<file path="config.mk">
export PLATFORM = sky130hd
export DESIGN_NAME = serial_adder_controller_flat
export DESIGN_NICKNAME = d
export VERILOG_FILES = /design/src/rtl/serial_adder_controller_if.sv /design/src/rtl/serial_adder_controller.sv /design/src/flat_wrapper.sv
export SDC_FILE = /design/constraint.sdc
export NUM_CORES = 1
export LEC_CHECK = 0
export BUFFER_PORTS_ARGS = -buffer_cell sky130_fd_sc_hd__buf_2
export CAP_MARGIN = 20
export CORE_MARGIN = 1
export CORE_UTILIZATION = 35
export CTS_BUF_LIST = sky130_fd_sc_hd__clkbuf_16
export DETAILED_ROUTE_END_ITERATION = 12
export GPL_TIMING_DRIVEN = 0
export SYNTH_ARGS = -nofsm -noshare
export SYNTH_HDL_FRONTEND = slang
export SYNTH_SLANG_ARGS = --single-unit
</file>
<file path="constraint.sdc">
create_clock -name clock -period 2.6 [get_ports clock]
set_input_delay 0.26 -clock clock [delete_from_list [all_inputs] [get_ports clock]]
set_output_delay 0.26 -clock clock [all_outputs]
set_load 0.02 [all_outputs]
</file>
<file path="src/rtl/serial_adder_controller_if.sv">
// Host-side handshake and operand/result bus for serial_adder_controller.
// SERIAL_ADDER_SUBTRACT_EN adds the sub request bit.
interface serial_adder_controller_if #(
    parameter int unsigned WIDTH = 8
);
    logic             start;
    logic [WIDTH-1:0] a;
    logic [WIDTH-1:0] b;
    logic             carry_in;
`ifdef SERIAL_ADDER_SUBTRACT_EN
    logic             sub;
`endif
    logic             busy;
    logic             done;
    logic [WIDTH-1:0] sum;
    logic             carry_out;

`ifdef SERIAL_ADDER_SUBTRACT_EN
    modport master (output start, a, b, carry_in, sub, input busy, done, sum, carry_out);
    modport slave  (input start, a, b, carry_in, sub, output busy, done, sum, carry_out);
`else
    modport master (output start, a, b, carry_in, input busy, done, sum, carry_out);
    modport slave  (input start, a, b, carry_in, output busy, done, sum, carry_out);
`endif
endinterface

</file>
<file path="src/rtl/serial_adder_controller.sv">
// Bit-serial adder: one full-adder cell sequenced LSB first over WIDTH cycles.
// Optional SERIAL_ADDER_SUBTRACT_EN enables a-b via inverted B and forced carry-in.
module serial_adder_controller #(
    parameter int unsigned WIDTH = 8
) (
    input  logic                      clock,
    input  logic                      reset_n,
    serial_adder_controller_if.slave  bus
);
    localparam int unsigned CW = $clog2(WIDTH + 1);
    localparam logic [CW-1:0] LAST = CW'(WIDTH - 1);

    typedef enum logic {IDLE = 1'b0, RUN = 1'b1} state_t;

    state_t           state_q, state_d;
    logic             busy_q, busy_d;
    logic             done_q, done_d;
    logic [WIDTH-1:0] sum_q, sum_d;
    logic             cout_q, cout_d;
    logic [CW-1:0]    count_q, count_d;
    logic             carry_q, carry_d;
    logic [WIDTH-1:0] sa_q, sa_d;
    logic [WIDTH-1:0] sb_q, sb_d;
    logic [WIDTH-1:0] res_q, res_d;

    logic [WIDTH-1:0] b_load_c;
    logic             c_load_c;
    logic             fa_sum_c;
    logic             fa_cout_c;

    // Operand B and initial carry as loaded on an accepted start
`ifdef SERIAL_ADDER_SUBTRACT_EN
    assign b_load_c = bus.sub ? ~bus.b : bus.b;
    assign c_load_c = bus.sub ? 1'b1 : bus.carry_in;
`else
    assign b_load_c = bus.b;
    assign c_load_c = bus.carry_in;
`endif

    // The single full-adder cell
    assign fa_sum_c  = sa_q[0] ^ sb_q[0] ^ carry_q;
    assign fa_cout_c = (sa_q[0] & sb_q[0]) | (carry_q & (sa_q[0] ^ sb_q[0]));

    always_ff @(posedge clock or negedge reset_n) begin
        if (!reset_n) begin
            state_q <= IDLE;
            busy_q  <= 1'b0;
            done_q  <= 1'b0;
            sum_q   <= '0;
            cout_q  <= 1'b0;
            count_q <= '0;
            carry_q <= 1'b0;
            sa_q    <= '0;
            sb_q    <= '0;
            res_q   <= '0;
        end else begin
            state_q <= state_d;
            busy_q  <= busy_d;
            done_q  <= done_d;
            sum_q   <= sum_d;
            cout_q  <= cout_d;
            count_q <= count_d;
            carry_q <= carry_d;
            sa_q    <= sa_d;
            sb_q    <= sb_d;
            res_q   <= res_d;
        end
    end

    always_comb begin
        state_d = state_q;
        busy_d  = busy_q;
        done_d  = 1'b0;
        sum_d   = sum_q;
        cout_d  = cout_q;
        count_d = count_q;
        carry_d = carry_q;
        sa_d    = sa_q;
        sb_d    = sb_q;
        res_d   = res_q;
        unique case (state_q)
            IDLE: begin
                if (bus.start) begin
                    sa_d    = bus.a;
                    sb_d    = b_load_c;
                    carry_d = c_load_c;
                    count_d = '0;
                    busy_d  = 1'b1;
                    state_d = RUN;
                end
            end
            RUN: begin
                sa_d    = sa_q >> 1;
                sb_d    = sb_q >> 1;
                carry_d = fa_cout_c;
                // New sum bit enters at the MSB so the LSB lands at bit 0 after WIDTH shifts
                res_d   = WIDTH'({fa_sum_c, res_q} >> 1);
                if (count_q == LAST) begin
                    sum_d   = res_d;
                    cout_d  = fa_cout_c;
                    busy_d  = 1'b0;
                    done_d  = 1'b1;
                    state_d = IDLE;
                end else begin
                    count_d = count_q + CW'(1);
                end
            end
            default: state_d = IDLE;
        endcase
    end

    assign bus.busy      = busy_q;
    assign bus.done      = done_q;
    assign bus.sum       = sum_q;
    assign bus.carry_out = cout_q;
endmodule

</file>
<file path="src/flat_wrapper.sv">
// flat-port wrapper written by rule: the top's interface ports become plain ports
module serial_adder_controller_flat 
#(
    parameter int unsigned WIDTH = 8
)
  (clock, reset_n, bus_start, bus_a, bus_b, bus_carry_in, bus_busy, bus_done, bus_sum, bus_carry_out);
  serial_adder_controller_if #(.WIDTH(WIDTH)) bus_i ();
  input  logic clock;
  input  logic reset_n;
  input wire logic [$bits(bus_i.start)-1:0] bus_start;
  input wire logic [$bits(bus_i.a)-1:0] bus_a;
  input wire logic [$bits(bus_i.b)-1:0] bus_b;
  input wire logic [$bits(bus_i.carry_in)-1:0] bus_carry_in;
  output wire logic [$bits(bus_i.busy)-1:0] bus_busy;
  output wire logic [$bits(bus_i.done)-1:0] bus_done;
  output wire logic [$bits(bus_i.sum)-1:0] bus_sum;
  output wire logic [$bits(bus_i.carry_out)-1:0] bus_carry_out;
  assign bus_i.start = bus_start;
  assign bus_i.a = bus_a;
  assign bus_i.b = bus_b;
  assign bus_i.carry_in = bus_carry_in;
  assign bus_busy = bus_i.busy;
  assign bus_done = bus_i.done;
  assign bus_sum = bus_i.sum;
  assign bus_carry_out = bus_i.carry_out;
  serial_adder_controller #(.WIDTH(WIDTH)) u_core (.clock(clock), .reset_n(reset_n), .bus(bus_i));
endmodule
</file>
==> After elaboration in Yosys (flattened, before gate mapping) <==
Index checks and enable logic that the tools add are counted.
{ "op_classes": {"reduce_logical": 3, "n_mux": 17, "n_eq_ne": 4, "addsub": 1, "n_bitwise": 6} }
{ "ops": {"columns": ["cell", "count"], "rows": [
  ["one-hot mux 8 bit (2 select lines)", 2],
  ["2-to-1 mux 8 bit", 2],
  ["2-to-1 mux 4 bit", 2],
  ["one-hot mux 4 bit (2 select lines)", 1],
  ["2-to-1 mux 1 bit", 7],
  ["!= test 2 bit (second input constant)", 3],
  ["one-hot mux 1 bit (2 select lines)", 3],
  ["AND reduction 2 bit", 3],
  ["adder 4 x 1 -> 4 bit (second input constant)", 1],
  ["equality test 4 x 3 -> 1 bit (second input constant)", 1],
  ["bitwise AND 1 bit", 2],
  ["XOR 1 bit", 2],
  ["NOT 1 bit", 1],
  ["bitwise OR 1 bit", 1]
]} }
{ "totals": {"ff_bits": 41, "in_bits": 20, "elab_cells": 41} }

==> Logic depth before layout (Yosys ltp) <==
Gate-level depths: netlist of run 1.
{ "depth": {"depth_word": 4, "ltp_mapped": 6, "depth_no_buf": 5} }

==> Worst setup path after synthesis of run 1 <==
No wires, ideal clock.
{ "synth_path": {"kind": "register -> register", "startpoint": "reg u_core.count_q[0]", "endpoint": "reg u_core.sum_q[0] (netlist: u_core.bus.sum[0])", "required_ns": 2.475, "slack_ns": 1.027, "stages_incl_launch_ff": 7, "arrival_ns": 1.448, "cell_sequence": "dfrtp_1 ha_1 nand3b_4 or2_1 buf_6 inv_4 mux2_4"} }
{ "synth_via": {"elab_chain_cells": 2} }
{ "synth_rtl": {"columns": ["item", "line_no", "text"], "rows": [
  ["start, declared", "serial_adder_controller.sv:20", "logic [CW-1:0] count_q, count_d;"],
  ["start signal, assigned", "serial_adder_controller.sv:62", "count_q <= count_d;"],
  ["equality test 4 x 3 -> 1 bit", "serial_adder_controller.sv:98", "if (count_q == LAST) begin"],
  ["AND reduction 2 bit (no source line)", null, null],
  ["end signal, assigned", "serial_adder_controller.sv:60", "sum_q <= sum_d;"],
  ["end, declared", "serial_adder_controller.sv:18", "logic [WIDTH-1:0] sum_q, sum_d;"]
]} }
Every way passes these cells.
A chain may end at the register's enable or synchronous reset.

==> Worst setup path after layout of run 1 <==
Ends and elaborated chain as after synthesis.

==> impl_results.md, run 1 <==
* Congestion Overflow GR at 0
* Largest net degree at the start of global routing at 41
* Antenna Violating Nets Remaining at 0
* Vias in the first global route at 1132
* Setup CP Type: flop to flop
* Detail Placement HPWL at 2170 µm
* Clock sinks at 40
* Metal2 WL at 1440 µm
* Status: complete, no violations
* CTS buffer count at 5
* Fin cells at 243
* Initial Utilization at 36.6%
* Antenna Cells at 0
* GRT Total Usage at 13.3%
* RSZ-0062 raised after global routing: false
* Leak at 0.00109 µW
* Die area at 5260 µm²
* Synthesized cell area at 1740 µm²
* Synthesized area per cell at 12.6 µm²
* Mapped Nets at 160
* Met3 wire len at 155 µm
* Initial antenna violation count at 0
* First-pass GRT wire length at 5260 µm
* Largest family of logic cells by synthesized area: multiplexers
* Clock transition at path regs at 0.06 ns
* Simple-gate share of the synthesized area at 7.54%
* Clk_lat worst skew at 0.28 ns
* Synth warn at 0
* CTS max path bufs at 2
* Num ports at 31
* Power Dens Cells at 1220 nW/µm²
* XOR/XNOR Fraction of Synth Area at 0.503%
* Area contributors post-synth: dfrtp_1, mux2i_1, mux2_4, mux2_2, nand2_1
* Pin slew with the least headroom to its limit at 0.859 ns
* Worst Clk Skew at 0.00270 ns
* Maximum VDD drop at 422 µV
* Final hold slack at 0.0945 ns
* Achievable frequency at 588 MHz
* Slew headroom at 42.7%
* Port Buffers at 30
* Crit-path max FO at 8
* Layout cells sized above 1 at 35.2%
* Critical Path AT at 1.86 ns
* Sequential area share after synthesis at 57.5%
* Drt wl/cell at 12.4 µm
* Drt first-iter violations at 46
* Endpoints failing setup at 0
* CTS resizes at 0
* Synth Area in Compound Gates at 6.39%
* Area growth from synthesis to layout at 23.1%
* Fin. max-slew vios at 0
* Met1 wire length at 1410 µm
* Placed Cells at 235
* Final nets at 197
* Htree depth at 2
* Post-Synthesis Cells at 138
* Worst Path Required at 2.76 ns
* Fin crit period at 1.70 ns
* Postcts setup bufs at 0
* Yosys top cell by area: dfrtp_1
* Synth cell types at 23
* Final Hold Viols at 0
* CP cell instances: ha_1 -> nand3b_4 -> or2_1 -> buf_6 -> inv_4 -> mux2_4
* Gp weighted congestion at 0.824
* Max Used Layer: met4
* Root Buffer Master: clkbuf_16
* Startpoint types: flop
* Hold-fix buffers, CTS at 0
* Vias/cell at 4.71
* Synthesized flop and latch total at 40
* Post-synth top area share at 57.5%
* Routed wire length at 3020 µm
* Worst path slowest cell: dfrtp_1
* CTS tree: built
* Period utilization at 65.4%
* Pre-antenna DRT Iters at 4
* Mux cell area share after synthesis at 23.2%
* Adder-Cell Fraction of Synth Area at 1.87%
* Critical Path Sink Type: flop
* Die Wd at 72.5 µm
* Die height at 72.5 µm
* MaxCap Viol Count at 0
* Setup TNS at 0 ns
* Worst Hold Class: primary input to async pin
* Placement Rows at 25
* Vias at 1144
* CORE AREA at 4750 µm²
* DRC at 0
* Crit path largest cell delay at 0.41 ns
## per-layer routing
layer  track usage (%)  up-vias
met5                 0        -
met4              3.27        0
met3              5.83        2
met2              20.6       39
met1              17.3      553
li1                  -      550
## flip-flops by register name, summed over array words and instances (netlist names)
register / count
u_core.res_q: 7
u_core.state_q: 1
u_core.bus.done: 1
u_core.carry_q: 1
u_core.bus.sum: 8
u_core.sa_q: 8
u_core.count_q: 4
u_core.bus.busy: 1
u_core.sb_q: 8
u_core.bus.carry_out: 1
## kinds of logic after synthesis
logic type / count (synthesis)
adders and majority gates: 2
and+or+nand+nor: 29
xor gates and xnor gates: 1
buffers and inverters: 10
DFF: 40
muxes: 35
AOI/OAI and AO/OA: 21
## area by class of cell
cell class / instances / area (µm²)
plain buffers: 8 / 42.5
clock buffers: 5 / 125
clock inverters: 3 / 42.5
fillers: 472 / 2610
inverters: 2 / 10.0
multi-input cells: 88 / 688
flip-flops and latches: 40 / 1000
well taps: 67 / 83.8
repair buffers: 30 / 150
## through the flow
stage          setup WS, ns  total power (µW)  utilization, %  area [µm²]
3_5_place_dp          0.914              1950            41.6        1980
6_report              0.900              2610            45.1        2140
5_1_grt               0.837              2790            45.1        2140
2_1_floorplan          1.03              1700               -        1740
4_1_cts               0.901              2650            45.1        2140
3_3_place_gp          0.943              1910            41.6        1980
## cells in the mapped netlist
library cell and n:
buf_6 1, o22ai_1 2, a41oi_1 1, nand3b_4 1, o21ai_1 7, mux2_2 7, inv_2 1, buf_1 2
nor2b_1 1, ha_1 1, fa_1 1, nor2_1 6, or2_1 1, xnor2_1 1, mux2_4 9, clkbuf_1 1
nand2_1 19, dfrtp_1 40, mux2i_1 19, nand3_1 1, buf_2 4, o21ai_0 11, inv_4 1
## critical path: cells and delay by family (launching register included)
kind | cells | cell delay, ns
DFF | 1 | 0.41
and+or+nand+nor | 2 | 0.35
adders and majority gates | 1 | 0.29
muxes | 1 | 0.29
buffers and inverters | 2 | 0.24
## layout by cell type, fill, tap and decap left out, types with 2 or more instances in the layout
| cell | instances |
|---|---|
| o22ai_1 | 2 |
| buf_2 | 34 |
| mux2i_1 | 19 |
| clkbuf_16 | 5 |
| dfrtp_1 | 40 |
| mux2_4 | 9 |
| nor2_1 | 6 |
| o21ai_0 | 11 |
| buf_1 | 2 |
| o21ai_1 | 7 |
| mux2_2 | 7 |
| nand2_1 | 19 |
## path summary, 6_finish.rpt
kind	depth (start not counted)	start	slack, ns	endpoint
worst max-delay path	6	u_core.count_q[0]	0.90	u_core.bus.sum[0]
worst min-delay path	1	reset_n	0.09	u_core.bus.sum[1]
worst max register to register	6	u_core.count_q[0]	0.90	u_core.bus.sum[0]
worst min register to register	2	u_core.sb_q[1]	0.48	u_core.sb_q[0]
max in group asynchronous	1	reset_n	1.97	u_core.sa_q[4]
min in group clock	3	bus_a[7]	0.23	u_core.sa_q[7]
## power breakdown
| group | leakage [µW] | internal [µW] | total, µW | switching [µW] |
|---|---|---|---|---|
| sequential | 0.000512 | 883 | 1050 | 166 |
| combinational | 0.000494 | 437 | 879 | 442 |
| clock | 0.0000798 | 450 | 679 | 230 |
| total | 0.00109 | 1770 | 2610 | 837 |
Note: power is estimated with default switching activity, not from simulation.
==> inputs of run 2 (changes only) <==
--- a/config.mk
+++ b/config.mk
@@ -5,6 +5,7 @@
 export SDC_FILE = /design/constraint.sdc
 export NUM_CORES = 1
 export LEC_CHECK = 0
+export ABC_AREA = 1
 export BUFFER_PORTS_ARGS = -buffer_cell sky130_fd_sc_hd__buf_2
 export CAP_MARGIN = 20
 export CORE_MARGIN = 1
==> constraint.sdc (replaced) <==
create_clock -name clock -period 1.56 [get_ports clock]
set_input_delay 0.156 -clock clock [delete_from_list [all_inputs] [get_ports clock]]
set_output_delay 0.156 -clock clock [all_outputs]
set_load 0.02 [all_outputs]
==> impl_results.md, run 2 <==
* Synth cell count leaders: nand2_1, dfrtp_1, nand3_1, inv_1, o21ai_0
* Detail Placement HPWL at 2140 µm (-1.4%)
* Most common cell after layout, fill and taps aside: nand2_1
* Htree depth at 2 (unchanged)
* Crit-path max FO at 10 (+2)
* Primary FF master, synth: dfrtp_1
* GRT Total Usage at 14.1% (+0.75 points)
* Mapped Nets at 207 (+29%)
* Post-synth top area share at 59.1% (+1.6 points)
* Final design utilization at 46.1% (+1.0 points)
* Vias/cell at 4.62 (-1.9%)
* CTS resizes at 0 (unchanged)
* Post-Synthesis Cells at 185 (+34%)
* Clock transition at path regs at 0.06 ns (about the same)
* Area growth from synthesis to layout at 22.6%
* Antenna Cells at 0 (unchanged)
* First-pass GRT wire length at 5530 µm (+5.3%)
* Worst R2R Path Depth at 5 (-1)
* Die Wd at 71.6 µm (-1.3%)
* Dpl ws at 0.245 ns (-0.668 ns)
* Endpoints failing setup at 0 (unchanged)
* Critical Path Sink Type: flop
* R2R Path Start: u_core.count_q[0]
* Port Buffers at 30 (unchanged)
* Startpoint types: flop
* Setup TNS at 0 ns (unchanged)
* Vias in the first global route at 1273 (+12%)
* Period utilization at 83.9% (+19 points)
* Top-count cell post-synth: nand2_1
* Synthesized cell area at 1690 µm² (-2.7%)
* Antenna Violating Nets Remaining at 0 (unchanged)
* Fin. max-slew vios at 0 (unchanged)
* Initial Utilization at 37.6% (+0.98 points)
* FF/Latch Area at 1000 µm² (unchanged)
* Pre-antenna DRT Iters at 4 (unchanged)
* Synth warn at 0 (unchanged)
* Pin slew with the least headroom to its limit at 0.882 ns (+0.0234 ns)
* Postcts setup bufs at 0 (unchanged)
* Routed wire length at 3140 µm (+4.1%)
* Gp weighted congestion at 0.701 (-15%)
* Slew headroom at 41.2% (-1.6 points)
* Synthesized area per cell at 9.16 µm² (-27%)
* Sequential area share after synthesis at 59.1% (+1.6 points)
* CP Launch Point: u_core.count_q[0]
* Clock sinks at 40 (unchanged)
* Reg-to-reg slack, setup at 0.25 ns (-0.65 ns)
* Area of the multi-input gates at 586 µm² (-15%)
* CORE AREA at 4500 µm² (-5.3%)
* Achievable frequency at 764 MHz (+30%)
* Synthesized flop and latch total at 40 (unchanged)
* Worst Clk Skew at 0.00497 ns (+0.00226 ns)
* Worst Setup EP: u_core.bus.sum[0]
* EDFF count, synth at 0 (unchanged)
* DRC at 0 (unchanged)
* Vias at 1270 (+11%)
* Placement Rows at 24 (-4.0%)
* Hold-fix buffers, CTS at 0 (unchanged)
* Final Hold Viols at 2 (+2)
* Congestion Overflow GR at 0 (unchanged)
* CTS buffer count at 5 (unchanged)
* Root Buffer Master: clkbuf_16
* Maximum VDD drop at 611 µV (+45%)
* Worst Path Required at 1.74 ns (-1.02 ns)
* Initial antenna violation count at 0 (unchanged)
* Commonest cells after routing, fill and taps aside: nand2_1, dfrtp_1, buf_2, nand3_1, inv_1
* MaxCap Viol Count at 0 (unchanged)
* Drt wl/cell at 11.4 µm (-8.0%)
* Num ports at 31 (unchanged)
* RSZ-0062 raised after global routing: false
* Die height at 71.6 µm (-1.3%)
* Critical Path AT at 1.49 ns (-0.37 ns)
* CTS max path bufs at 2 (unchanged)
* Largest net degree at the start of global routing at 41 (unchanged)
* Fill count at 431 (-8.7%)
* Worst Hold Class: primary input to async pin
* R2r endpoint: u_core.bus.sum[0]
* CTS tree: built
* Leak at 0.00108 µW (-0.48%)
* PnR worst setup slack at 0.251 ns (-0.650 ns)
* Async SR Flop Fraction at 100% (unchanged)
* Power Dens Cells at 2040 nW/µm² (+68%)
* Synth cell types at 19 (-17%)
* Setup CP Type: flop to flop
* Final nets at 244 (+24%)
* Drt first-iter violations at 103 (+120%)
* Die area at 5120 µm² (-2.7%)
* Clk_lat worst skew at 0.28 ns (about the same)
* Failing checks: hold timing
* Area contributors post-synth: dfrtp_1, nand2_1, nand3_1, o21ai_2, inv_1
* Yosys top cell by area: dfrtp_1
* Fin crit period at 1.31 ns (-0.390 ns)
* Final hold slack at -0.00221 ns (-0.0968 ns)
* Status: finished, violations left
* Layout cells sized above 1 at 25.6% (-9.7 points)
run 2: cells by family (layout without fill, tap and decap cells):
group / Yosys count / in the layout / share of synthesized area (%)
AO/OA/AOI/OAI: 20 / 20 / 7.90
adder cells (fa/ha/maj): 2 / 2 / 1.92
buffers and inverters: 23 / 61 / 6.35
flip-flops: 40 / 40 / 59.1
AND/OR/NAND/NOR: 100 / 100 / 24.7
run 2: how the worst min path moves through the flow:
stage,from,end,slack (ns),cells past startpoint
2_1_floorplan,reset_n,u_core.bus.busy,-0.14,0
3_3_place_gp,reset_n,u_core.count_q[1],0.34,1
3_5_place_dp,reset_n,u_core.count_q[1],0.34,1
4_1_cts,reset_n,u_core.bus.sum[2],0.03,1
5_1_grt,reset_n,u_core.res_q[2],0.09,1
6_report,reset_n,u_core.res_q[6],-0.002,1
run 2: worst max-delay path: stages (launching register included):
cell	delay [ns]
dfrtp_1	0.42
ha_1	0.25
nand4_4	0.20
buf_6	0.21
nand2_1	0.07
o21ai_2	0.05
run 2: layout make-up:
class                      count  share of cell area, %
clock inverter                 3                   2.05
buffer                         6                   2.11
timing repair buffer          30                   7.23
multi-input combinational    122                   28.2
tap                           52                   3.13
inverter                      17                   3.07
sequential                    40                   48.2
clock buffer                   5                   6.02
run 2: per-stage QoR:
step | instances | hold WS, ns | instance area, µm² | power [µW]
global placement | 267 | 0.339 | 1910 | 3100
detailed placement | 267 | 0.343 | 1910 | 3120
finish | 275 | -0.00221 | 2080 | 4240
CTS | 275 | 0.0334 | 2080 | 4300
global route | 275 | 0.0871 | 2080 | 4580
floorplan | 185 | -0.140 | 1690 | 2730
run 2: report_power, final:
| part | total, µW | switching, µW | internal, µW |
|---|---|---|---|
| combinational | 1390 | 869 | 526 |
| sequential | 1690 | 250 | 1440 |
| clock | 1150 | 402 | 751 |
| total | 4240 | 1520 | 2720 |
run 2: metal layers:
metal	vias to the layer above	track usage, %	share of wire, %
met2	23	22.1	45
li1	655	-	-
met1	587	18.2	50
met5	-	0	0
met3	5	3.52	3.6
met4	0	7.19	1.7
==> inputs of run 3 (changes only) <==
==> constraint.sdc (replaced) <==
create_clock -name clock -period 1.3 [get_ports clock]
set_input_delay 0.13 -clock clock [delete_from_list [all_inputs] [get_ports clock]]
set_output_delay 0.13 -clock clock [all_outputs]
set_load 0.02 [all_outputs]
==> impl_results.md, run 3 (synthesized netlist as in run 2, its figures left out) <==
* Fin cells at 276 (+0.36%)
* Antenna Cells at 0 (unchanged)
* Drt wl/cell at 11.9 µm (+4.4%)
* Worst Hold Class: primary input to async pin
* Top delay family on crit path: flip-flops
* Initial antenna violation count at 0 (unchanged)
* FF/Latch Area at 1000 µm² (+0.25%)
* Placed cell area at 1910 µm² (unchanged)
* Crit path largest cell delay at 0.43 ns (about the same)
* Vias/cell at 4.74 (+2.5%)
* Total Power at 5250 µW (+24%)
* Slew headroom at 40.9% (-0.32 points)
* Fin crit period at 1.19 ns (-0.115 ns)
* Area growth from synthesis to layout at 25.0%
* CTS max path bufs at 2 (unchanged)
* Die Wd at 71.6 µm (unchanged)
* Clk_lat worst skew at 0.28 ns (about the same)
* Initial Utilization at 37.6% (unchanged)
* Maximum VDD drop at 733 µV (+20%)
* Final Hold Viols at 40 (+38)
* DRC at 0 (unchanged)
* Pin slew with the least headroom to its limit at 0.887 ns (+0.00484 ns)
* Largest net degree at the start of global routing at 41 (unchanged)
* Power Dens Cells at 2480 nW/µm² (+21%)
* Startpoint types: flop
* GRT Total Usage at 14.1% (unchanged)
* Drt first-iter violations at 94 (-8.7%)
* Die area at 5120 µm² (unchanged)
* Final nets at 245 (+0.41%)
* Congestion Overflow GR at 0 (unchanged)
* Num ports at 31 (unchanged)
* Critical Path Sink Type: flop
* Fin. max-slew vios at 0 (unchanged)
* Root Buffer Master: clkbuf_16
* MaxCap Viol Count at 0 (unchanged)
* Endpoints failing setup at 0 (unchanged)
* Failing checks: hold timing
* Fill count at 433 (+0.46%)
* Antenna Violating Nets Remaining at 0 (unchanged)
* Leak at 0.00109 µW (+0.83%)
* Port Buffers at 30 (unchanged)
* Status: finished, violations left
* Die height at 71.6 µm (unchanged)
* Layout cells sized above 1 at 27.2% (+1.7 points)
* Worst Path Required at 1.48 ns (-0.26 ns)
* Htree depth at 2 (unchanged)
* Worst Path Buf+Inv at 1 (unchanged)
* Vias in the first global route at 1273 (unchanged)
* Post-route cell area at 2120 µm² (+2.0%)
* Period utilization at 91.8% (+7.9 points)
* Most common cell after layout, fill and taps aside: nand2_1
* Placement Rows at 24 (unchanged)
* Worst Clk Skew at 0.00592 ns (+0.000954 ns)
* Vias at 1307 (+2.9%)
* CTS buffer count at 5 (unchanged)
* First-pass GRT wire length at 5530 µm (unchanged)
* CTS tree: built
* Hold-fix buffers, CTS at 0 (unchanged)
* Area of the multi-input gates at 616 µm² (+5.1%)
* Detail Placement HPWL at 2140 µm (unchanged)
* Clock sinks at 40 (unchanged)
* CORE AREA at 4500 µm² (unchanged)
* RSZ-0062 raised after global routing: false
* Routed wire length at 3290 µm (+4.8%)
* Commonest cells after routing, fill and taps aside: nand2_1, dfrtp_1, buf_2, nand3_1, inv_1
* Crit-path max FO at 10 (unchanged)
* Gp weighted congestion at 0.701 (unchanged)
* Setup TNS at 0 ns (unchanged)
* CP cell instances: ha_4 -> nand4_4 -> buf_8 -> nand2_1 -> o21ai_2
* Pre-antenna DRT Iters at 4 (unchanged)
* Clock transition at path regs at 0.06 ns (about the same)
* Critical Path AT at 1.37 ns (-0.12 ns)
* Final hold slack at -0.0290 ns (-0.0268 ns)
* Setup CP Type: flop to flop
* Worst path slowest cell: dfrtp_1
* Achievable frequency at 838 MHz (+9.7%)
* Placed Cells at 267 (unchanged)
## run 3: per-stage QoR
stage          utilization [%]  worst slack (ns)
2_1_floorplan                -             0.136
3_3_place_gp              42.4          -0.00774
3_5_place_dp              42.4           -0.0146
4_1_cts                   46.2            0.0113
5_1_grt                   47.0            0.0263
6_report                  47.0             0.106
## run 3: worst reg2reg max path: cells and delay by family (launching register included)
| family | cells | cell delay [ns] |
|---|---|---|
| DFF | 1 | 0.43 |
| adders and majority gates | 1 | 0.19 |
| AOI/OAI and AO/OA | 1 | 0.05 |
| buffers and inverters | 1 | 0.20 |
| and+or+nand+nor | 2 | 0.23 |
## run 3: layer usage
layer	track usage (%)	vias up	share of wire (%)	wire length [µm]
li1	-	665	-	-
met1	18.2	614	49	1630
met2	22.1	23	46	1500
met3	3.52	5	3.3	110
met4	7.19	0	1.6	53
met5	0	-	0	0
## run 3: power breakdown
part | switching (µW) | total, µW | internal (µW)
registers | 344 | 2080 | 1740
clock network | 492 | 1390 | 901
logic | 1080 | 1770 | 692
## run 3: final cells by class
cell class | instances | share of cell area, %
multi-input cells | 123 | 29.1
inverters | 17 | 3.13
flip-flops and latches | 40 | 47.4
clock inverters | 3 | 2.01
repair buffers | 31 | 7.44
plain buffers | 5 | 2.01
clock buffers | 5 | 5.91
well taps | 52 | 3.07
## run 3: worst paths after layout
check | from | endpoint | slack (ns) | depth (start not counted)
setup / recovery | u_core.count_q[1] | u_core.bus.sum[0] | 0.11 | 5
hold / removal | reset_n | u_core.res_q[6] | -0.03 | 1
setup reg to reg | u_core.count_q[1] | u_core.bus.sum[0] | 0.11 | 5
hold reg to reg | u_core.bus.sum[3] | u_core.bus.sum[3] | 0.48 | 2
max in group asynchronous | reset_n | u_core.state_q | 0.72 | 1
min in group clock | bus_a[4] | u_core.sa_q[4] | 0.05 | 3
## run 3: repair_timing
item | 4_1_cts | 5_1_grt
cloned | 0 | 1
setup endpoints to repair | 2 | 19
hold endpoints to repair | 0 | 0
resized for setup | 1 | 8
buffers inserted | 0 | 1
